==> config.mk <==
export PLATFORM = sky130hd
export DESIGN_NAME = adc_sample_packer
export DESIGN_NICKNAME = d
export VERILOG_FILES = /design/src/rtl/adc_pkg.sv /design/src/rtl/sat_counter.sv /design/src/rtl/adc_sample_packer.sv
export SDC_FILE = /design/constraint.sdc
export NUM_CORES = 1
export LEC_CHECK = 0
export ABC_AREA = 1
export ABC_CLOCK_PERIOD_IN_PS = 4200
export BUFFER_PORTS_ARGS = -buffer_cell sky130_fd_sc_hd__buf_2
export CAP_MARGIN = 0
export CELL_PAD_IN_SITES_DETAIL_PLACEMENT = 0
export CELL_PAD_IN_SITES_GLOBAL_PLACEMENT = 2
export CORE_UTILIZATION = 36
export CTS_CLUSTER_DIAMETER = 50
export DETAILED_ROUTE_END_ITERATION = 12
export PLACE_DENSITY = 0.9
export SYNTH_ARGS = -nofsm -noshare
export SYNTH_HDL_FRONTEND = slang
export SYNTH_SLANG_ARGS = --single-unit
==> constraint.sdc <==
create_clock -name clk -period 4.2 [get_ports clk]
set_input_delay 0.21 -clock clk [delete_from_list [all_inputs] [get_ports clk]]
set_output_delay 0.21 -clock clk [all_outputs]
set_load 0.02 [all_outputs]
==> src/rtl/adc_pkg.sv <==
// Shared types and constants for the ADC sample packer.
package adc_pkg;

  localparam int SAMPLE_W    = 16;
  localparam int FIFO_DATA_W = 64;

  typedef logic [FIFO_DATA_W-1:0] fifo_word_t;

  typedef enum logic [2:0] {
    IDLE,
    ALIGN,
    PACK,
    EMIT,
    HEADER
  } packer_state_t;

endpackage

==> src/rtl/sat_counter.sv <==
// Saturating up-counter with synchronous clear; an increment coinciding
// with a clear restarts the count at one so the event is not lost.
module sat_counter #(
  parameter int W = 16
) (
  input  logic         clk,
  input  logic         reset_n,
  input  logic         inc,
  input  logic         clr,
  output logic [W-1:0] count
);

  // count register: increment wins over clear, holds at all-ones
  always_ff @(posedge clk or negedge reset_n) begin
    if (!reset_n) begin
      count <= '0;
    end else if (inc) begin
      if (clr)
        count <= W'(1);
      else if (!(&count))
        count <= count + W'(1);
    end else if (clr) begin
      count <= '0;
    end
  end

endmodule

==> src/rtl/adc_sample_packer.sv <==
// Packs round-robin ADC samples into 64-bit words for the write side of the
// dual-clock sample FIFO, tracking dropped words and channel misalignment.
// Optional feature macro: TIMESTAMP_HEADER_EN (timestamp header words).
module adc_sample_packer #(
  parameter int SAMPLE_W    = adc_pkg::SAMPLE_W,
  parameter int LANES       = 4,
  parameter int BLOCK_WORDS = 32,
  parameter int CNT_W       = 16
) (
  input  logic                            clk,
  input  logic                            reset_n,
  input  logic                            enable,
  input  logic                            sample_valid,
  input  logic                            sample_first,
  input  logic [SAMPLE_W-1:0]             sample_data,
  input  logic                            fifo_wrfull,
  output logic [adc_pkg::FIFO_DATA_W-1:0] fifo_data,
  output logic                            fifo_wrreq,
  output logic                            overflow,
  output logic                            sync_error,
  output logic [CNT_W-1:0]                overflow_count,
  input  logic                            clear_status
);
  import adc_pkg::*;

  localparam int LANE_W = (LANES > 1) ? $clog2(LANES) : 1;
  localparam logic [LANE_W-1:0] LAST_LANE = LANE_W'(LANES - 1);

  if (SAMPLE_W * LANES != FIFO_DATA_W) begin : g_bad_width
    $error("SAMPLE_W*LANES must equal 64");
  end
  if (BLOCK_WORDS < 1) begin : g_bad_block
    $error("BLOCK_WORDS must be at least 1");
  end

  packer_state_t state, state_next;
  logic [LANE_W-1:0] lane, lane_next, wr_lane;
  logic [(LANES-1)*SAMPLE_W-1:0] pack_buf;
  logic take, sync_evt, word_done, hdr_start, hdr_due, emitting, drop;

  assign emitting   = (state == EMIT) || (state == HEADER);
  assign fifo_wrreq = emitting && !fifo_wrfull;
  assign drop       = emitting && fifo_wrfull;

`ifdef TIMESTAMP_HEADER_EN
  localparam int BLK_W = $clog2(BLOCK_WORDS + 1);
  logic [63:0]      ts;
  logic [BLK_W-1:0] blk_count;
  logic             blk_last;

  assign blk_last = (blk_count == BLK_W'(BLOCK_WORDS - 1));
  // The word written during EMIT closes the block when blk_last, so a lane-0
  // sample arriving in that same cycle already belongs to a new block.
  assign hdr_due = (state == ALIGN) || ((state == EMIT) ? blk_last : (blk_count == '0));

  // free-running timestamp
  always_ff @(posedge clk or negedge reset_n) begin
    if (!reset_n) ts <= '0;
    else          ts <= ts + 64'd1;
  end

  sat_counter #(.W(BLK_W)) u_blk_count (
    .clk     (clk),
    .reset_n (reset_n),
    .inc     ((state == EMIT) && !blk_last),
    .clr     ((state == ALIGN) || ((state == EMIT) && blk_last)),
    .count   (blk_count)
  );
`else
  assign hdr_due = 1'b0;
`endif

  // state and lane registers
  always_ff @(posedge clk or negedge reset_n) begin
    if (!reset_n) begin
      state <= IDLE;
      lane  <= '0;
    end else begin
      state <= state_next;
      lane  <= lane_next;
    end
  end

  // next-state, lane sequencing and sample acceptance strobes
  always_comb begin
    state_next = state;
    lane_next  = lane;
    wr_lane    = lane;
    take       = 1'b0;
    sync_evt   = 1'b0;
    word_done  = 1'b0;
    hdr_start  = 1'b0;
    case (state)
      IDLE: if (enable) state_next = ALIGN;
      ALIGN: begin
        if (!enable) begin
          state_next = IDLE;
        end else if (sample_valid && sample_first) begin
          take       = 1'b1;
          wr_lane    = '0;
          lane_next  = LANE_W'(1);
          state_next = PACK;
        end
      end
      PACK, EMIT, HEADER: begin
        if (!enable) begin
          state_next = IDLE;
          lane_next  = '0;
        end else begin
          state_next = PACK;
          if (sample_valid) begin
            take = 1'b1;
            if (sample_first && lane != '0) begin
              sync_evt  = 1'b1;
              wr_lane   = '0;
              lane_next = LANE_W'(1);
            end else if (lane == LAST_LANE) begin
              word_done  = 1'b1;
              lane_next  = '0;
              state_next = EMIT;
            end else begin
              lane_next = lane + 1'b1;
            end
          end
        end
      end
      default: state_next = IDLE;
    endcase
    hdr_start = take && (wr_lane == '0) && hdr_due;
    if (hdr_start) state_next = HEADER;
  end

  // lane buffer and FIFO data register
  always_ff @(posedge clk or negedge reset_n) begin
    if (!reset_n) begin
      pack_buf  <= '0;
      fifo_data <= '0;
    end else begin
      if (take && wr_lane != LAST_LANE)
        pack_buf[wr_lane*SAMPLE_W +: SAMPLE_W] <= sample_data;
      if (word_done)
        fifo_data <= {sample_data, pack_buf};
`ifdef TIMESTAMP_HEADER_EN
      if (hdr_start)
        fifo_data <= ts;
`endif
    end
  end

  // sticky status flags: a new event wins over a simultaneous clear
  always_ff @(posedge clk or negedge reset_n) begin
    if (!reset_n) begin
      overflow   <= 1'b0;
      sync_error <= 1'b0;
    end else begin
      if (drop)              overflow <= 1'b1;
      else if (clear_status) overflow <= 1'b0;
      if (sync_evt)          sync_error <= 1'b1;
      else if (clear_status) sync_error <= 1'b0;
    end
  end

  sat_counter #(.W(CNT_W)) u_ovf_count (
    .clk     (clk),
    .reset_n (reset_n),
    .inc     (drop),
    .clr     (clear_status),
    .count   (overflow_count)
  );

endmodule

* Word-level counts from Yosys, hierarchy flattened
Cells that the tools add are included.
Operators by class: add/subtract/negate cells 3, $mul 0, divide/modulo/power cells 0, magnitude comparators 0, eq/ne operators 12, shift operators 2, mux-type cells 43, bitwise logic cells 0, reduce and logical (&&, ||, !) cells 17
Operator list (count):
- 16-bit 2-to-1 mux | 4
- 48-bit bitwise mux | 1
- 16-bit by 34-bit variable shift with 48-bit output, first input constant | 1
- 16-bit by 34-bit variable part select with 48-bit output | 1
- 6-bit negation with 34-bit output | 1
- 2-bit 2-to-1 mux | 12
- 1-bit 2-to-1 mux | 19
- 16-bit by 1-bit adder with 16-bit output, second input constant | 1
- 16-bit AND reduction | 1
- 2-bit != test, second input constant | 5
- 3-bit 2-to-1 mux | 3
- 3-bit case mux with 3 select lines | 1
- 2-bit case mux with 2 select lines | 2
- 2-bit nonzero test | 4
- 3-bit by 2-bit equality test with 1-bit output, second input constant | 2
- 3-bit != test, second input constant | 2
- 1-bit logical AND | 5
- 2-bit AND reduction | 2
- 4-bit AND reduction | 1
- 3-bit by 1-bit equality test with 1-bit output, second input constant | 1
- 3-bit equality test, second input constant | 1
- 3-bit logical NOT | 1
- 3-bit OR reduction | 1
- 2-bit by 1-bit adder with 2-bit output, second input constant | 1
- other kinds (4) | 4
Word-level totals: flip-flop bits (word level) 135, bits in latches 0, bits in writable memories 0, bits in read-only memories 0, bits of input ports 23, output and inout port bits 83, logic and storage cells 84, memories 0

* Depth between registers and ports, before layout
word-level depth 9, gate-level depth with buffers 15, gate-level depth less buffers 13

* Modules after synthesis
Synthesis repeated with hierarchy kept, for this count alone.
Unflattened totals: cells, all modules 782, area, all modules 6288.5 um^2
Modules (own cells, without submodules):
- adc_sample_packer | instances 1, cells each 625, area each 5183.7 um^2, sequential area each 2952.8 um^2
- sat_counter | instances 1, cells each 157, area each 1104.8 um^2, sequential area each 400.4 um^2

* Least setup slack after synthesis
No wires, ideal clock.
kind flip-flop to flip-flop, start point register lane[0], end point register pack_buf[43], setup time 0.132 ns, arrival 2.324 ns, required time 4.068 ns, path slack 1.744 ns, stages on the path, launching flop included 16, buffers on the path 3, period minus slack after synthesis 2.456 ns, cells stage by stage dfrtp_1 -> inv_1 -> ha_1 -> nor2_1 -> nand3_1 -> o21ai_2 -> nor2_4 -> inv_4 -> buf_6 -> ha_1 -> buf_2 -> nand2_1 -> clkbuf_1 -> nor2_1 -> nand3_1 -> o21ai_0
On the way: cells in the longest elaborated chain, start to end 9, elaborated cells between the ends (all ways) 14, classes of those cells add/sub: 1; eq/ne: 1; shift: 2; mux: 7; reduce/logical: 3
RTL lines:
- from (decl) | line adc_sample_packer.sv:37 | logic [LANE_W-1:0] lane, lane_next, wr_lane;
- from (signal assigned) | line adc_sample_packer.sv:80 | lane <= lane_next;
- 2-bit nonzero test | line adc_sample_packer.sv:113 | if (sample_first && lane != '0) begin
- 1-bit logical AND | line adc_sample_packer.sv:113
- 2-bit 2-to-1 mux | line adc_sample_packer.sv:113
- 2-bit 2-to-1 mux | line adc_sample_packer.sv:111 | if (sample_valid) begin
- 2-bit 2-to-1 mux | line adc_sample_packer.sv:106 | if (!enable) begin
- 2-bit case mux with 2 select lines * | line adc_sample_packer.sv:93 | case (state)
- 6-bit negation with 34-bit output | line adc_sample_packer.sv:140 | pack_buf[wr_lane*SAMPLE_W +: SAMPLE_W] <= sample_data;
- 16-bit by 34-bit variable part select with 48-bit output or 16-bit by 34-bit variable shift with 48-bit output (tied branches) | line adc_sample_packer.sv:140
- 48-bit bitwise mux | line adc_sample_packer.sv:140
- to (signal, indexed assignment) | line adc_sample_packer.sv:140
- to (decl) | line adc_sample_packer.sv:38 | logic [(LANES-1)*SAMPLE_W-1:0] pack_buf;
Every way passes the cells marked *; elsewhere a longest branch is shown, timed or not. A chain may end at the register's enable or synchronous reset.

* Final worst setup path
start point register lane[0], end point register pack_buf[27]
Same word-level chain as after synthesis.

==> reports/qor.yml <==
status:
  status: "finished, final reports clean"
final_layout:
  finalInstanceArea_um2: 7130
  area_growth_pct: 22.1
  nets: 798
  final_common_cell: "dfrtp_1"
  mostFrequentLayoutCells: "dfrtp_1, nand2_1, buf_2"
  antenna_cells: 0
  drive_above_1_share_pct: 20.4
  fin_cells: 997
detailed_routing:
  routed_wl_mm: 14.9
  vias: 4755
  dr.pass1.iters: 5
  drt_iter0_drc: 317
  viasPerCell: 4.77
  wl_per_cell_um: 15.0
  drc: 0
  antenna_left: 0
clocking:
  cts_setup_buffers: 0
  ctsHoldBuffers: 1
  clock-sinks: 134
  cts_resized: 0
  cts-root-buf: "clkbuf_16"
  clk_latency_ns: 0.42
  htreeDepth: 4
  cts_buffer_depth: 2
  cts_tree: "built"
  cts_made_buffers: 17
  clk_pin_slew_ns: 0.06
critical_path:
  cp_data_arrival_time_ns: 3.76
  cp-end-kind: "flip-flop"
  path_max_fanout: 34
  start_kind: "flip-flop"
  cp.required_ns: 4.54
  crit_type: "reg -> reg"
  r2r_setup_slack_ns: 0.79
worst_hold_path:
  hp-class: "in -> reg"
timing:
  finalWorstPathRequiredPeriod_ns: 3.41
  slew_violations: 0
  rsz0062_at_grt: "no"
  fin_tns_setup_ns: 0
  setup_viol: 0
  skew_ns: 0.00673
  tightest_slew_ns: 1.03
  worst_hold_slack_ns: 0.0982
  relSlewSlack_pct: 31.1
  max_freq_ghz: 0.293
  period_share_pct: 81.3
  finalHoldViolations: 0
global_routing:
  grt_max_degree: 76
  grt_overflow: 0
  antenna_found_initial: 0
  grt_usage_pct: 19.0
  grt_pass1_vias: 4409
  grt_pass1_wl_mm: 23.9
logic_synthesis:
  postSynthAreaPerCell_um2: 8.74
  synth_fa_ha_area_share_pct: 1.50
  yosysSeqAreaShare_pct: 57.4
  synth_area_um2: 5840
  syn_inst: 669
  synth-simple-area-share_pct: 19.2
  synth_seq_cells: 134
  synth-xor-area-share_pct: 0.300
  syn-num-nets: 699
  synthMuxAreaShare_pct: 0
  synth_cell_types: 31
  synth_compound_area_share_pct: 12.1
  yosysWarnings: 0
  synth_edf_count: 0
  synth_top_family_by_area: "simple AND/OR/NAND/NOR gates"
  synth_flop_cell: "dfrtp_1"
  synthArstFlopShare_pct: 100
floorplan:
  die_h_um: 129
  rows: 46
  die_w_um: 129
  core_um2: 15900
  pin_count: 106
  initial_core_util_pct: 36.8
  die-area_um2: 16700
power_and_ir_drop:
  power_uw: 3800
  powerDensity_nw_per_um2: 532
  intPower_uw: 2690
  seq_power_share_pct: 42.3
  leakagePower_uw: 0.00368
  pwr-share-comb_pct: 16.7
  clockPowerShare_pct: 40.9
  sw_frac_of_total_pct: 29.2
  irDropWorstVdd_uv: 340
  switchingPower_uw: 1110
placed_design:
  place_congestion: 0.836
  dpl_cell_area_um2: 6500
  portBuffers: 105
  dp_cells: 964
  hpwl_mm: 10.5
run:
  maxCapViolations: 0
## registers in the layout (all words and copies together) (netlist names)
signal,flops
state,2
fifo_data,64
overflow,1
lane,2
pack_buf,48
sync_error,1
u_ovf_count.count,16
## worst paths after layout
| path | startpoint | end | depth (start not counted) |
|---|---|---|---|
| min in group asynchronous | reset_n | u_ovf_count.count[10] | 2 |
| max in group asynchronous | reset_n | u_ovf_count.count[1] | 3 |
| setup reg to reg | lane[0] | pack_buf[27] | 12 |
| hold / removal | enable | state[1] | 3 |
| hold reg to reg | fifo_data[61] | fifo_data[61] | 2 |
| setup / recovery | lane[0] | pack_buf[27] | 12 |
## cell usage after synthesis (6+ instances only)
cell type	count	area share, %
nor2_2	6	0.64
o21ai_1	28	2.4
nand3_1	58	5.0
nor2_1	54	3.5
dfrtp_1	134	57
buf_2	17	1.5
nand4_1	13	1.4
ha_1	7	1.5
o21ai_0	96	8.2
a21oi_1	6	0.51
inv_1	93	6.0
nand2_1	120	7.7
## metrics by stage
step	util, %	setup WS [ns]
4_1_cts	44.9	0.807
6_report	44.9	0.786
3_3_place_gp	40.9	0.935
2_1_floorplan	-	1.74
3_5_place_dp	40.9	0.844
5_1_grt	44.9	0.492
## routing by layer
| metal | global-route usage [%] | part of all wire, % | up-vias |
|---|---|---|---|
| li1 | - | - | 2344 |
| met1 | 27.3 | 48 | 2256 |
| met2 | 27.7 | 46 | 128 |
| met3 | 4.25 | 4.6 | 27 |
| met4 | 7.80 | 2.0 | 0 |
| met5 | 0 | 0 | - |
## power by group through the flow
stage / sequential [µW] / combinational, µW / clock [µW]
global route: 1630 / 712 / 1640
CTS: 1610 / 643 / 1580
finish: 1610 / 635 / 1550
detailed placement: 1630 / 638 / 0
floorplan: 1690 / 352 / 0
global placement: 1630 / 621 / 0
## critical path, stage by stage (launching register included)
cell	delay, ns
dfrtp_1	0.40
inv_1	0.12
ha_1	0.15
nor2_1	0.06
nand3_1	0.11
o21ai_2	0.09
nor2_4	0.42
inv_4	0.26
ha_1	0.67
nand2_1	0.44
nor2_1	0.38
nand3_1	0.12
o21ai_0	0.11
## final cells by class
type / instances / area (µm²)
Tap cell: 216 / 270
Timing Repair Buffer: 112 / 583
Fill cell: 1623 / 8750
Sequential cell: 134 / 3350
Clock inverter: 11 / 149
Multi-Input combinational cell: 404 / 1930
Inverter: 99 / 374
Clock buffer: 21 / 470
## logic make-up after synthesis
group,count (synthesis)
AOI/OAI and AO/OA,137
adders and majority gates,7
DFF,134
and+or+nand+nor,258
xor gates and xnor gates,2
buffers and inverters,131
(Power assumes the default switching activity.)
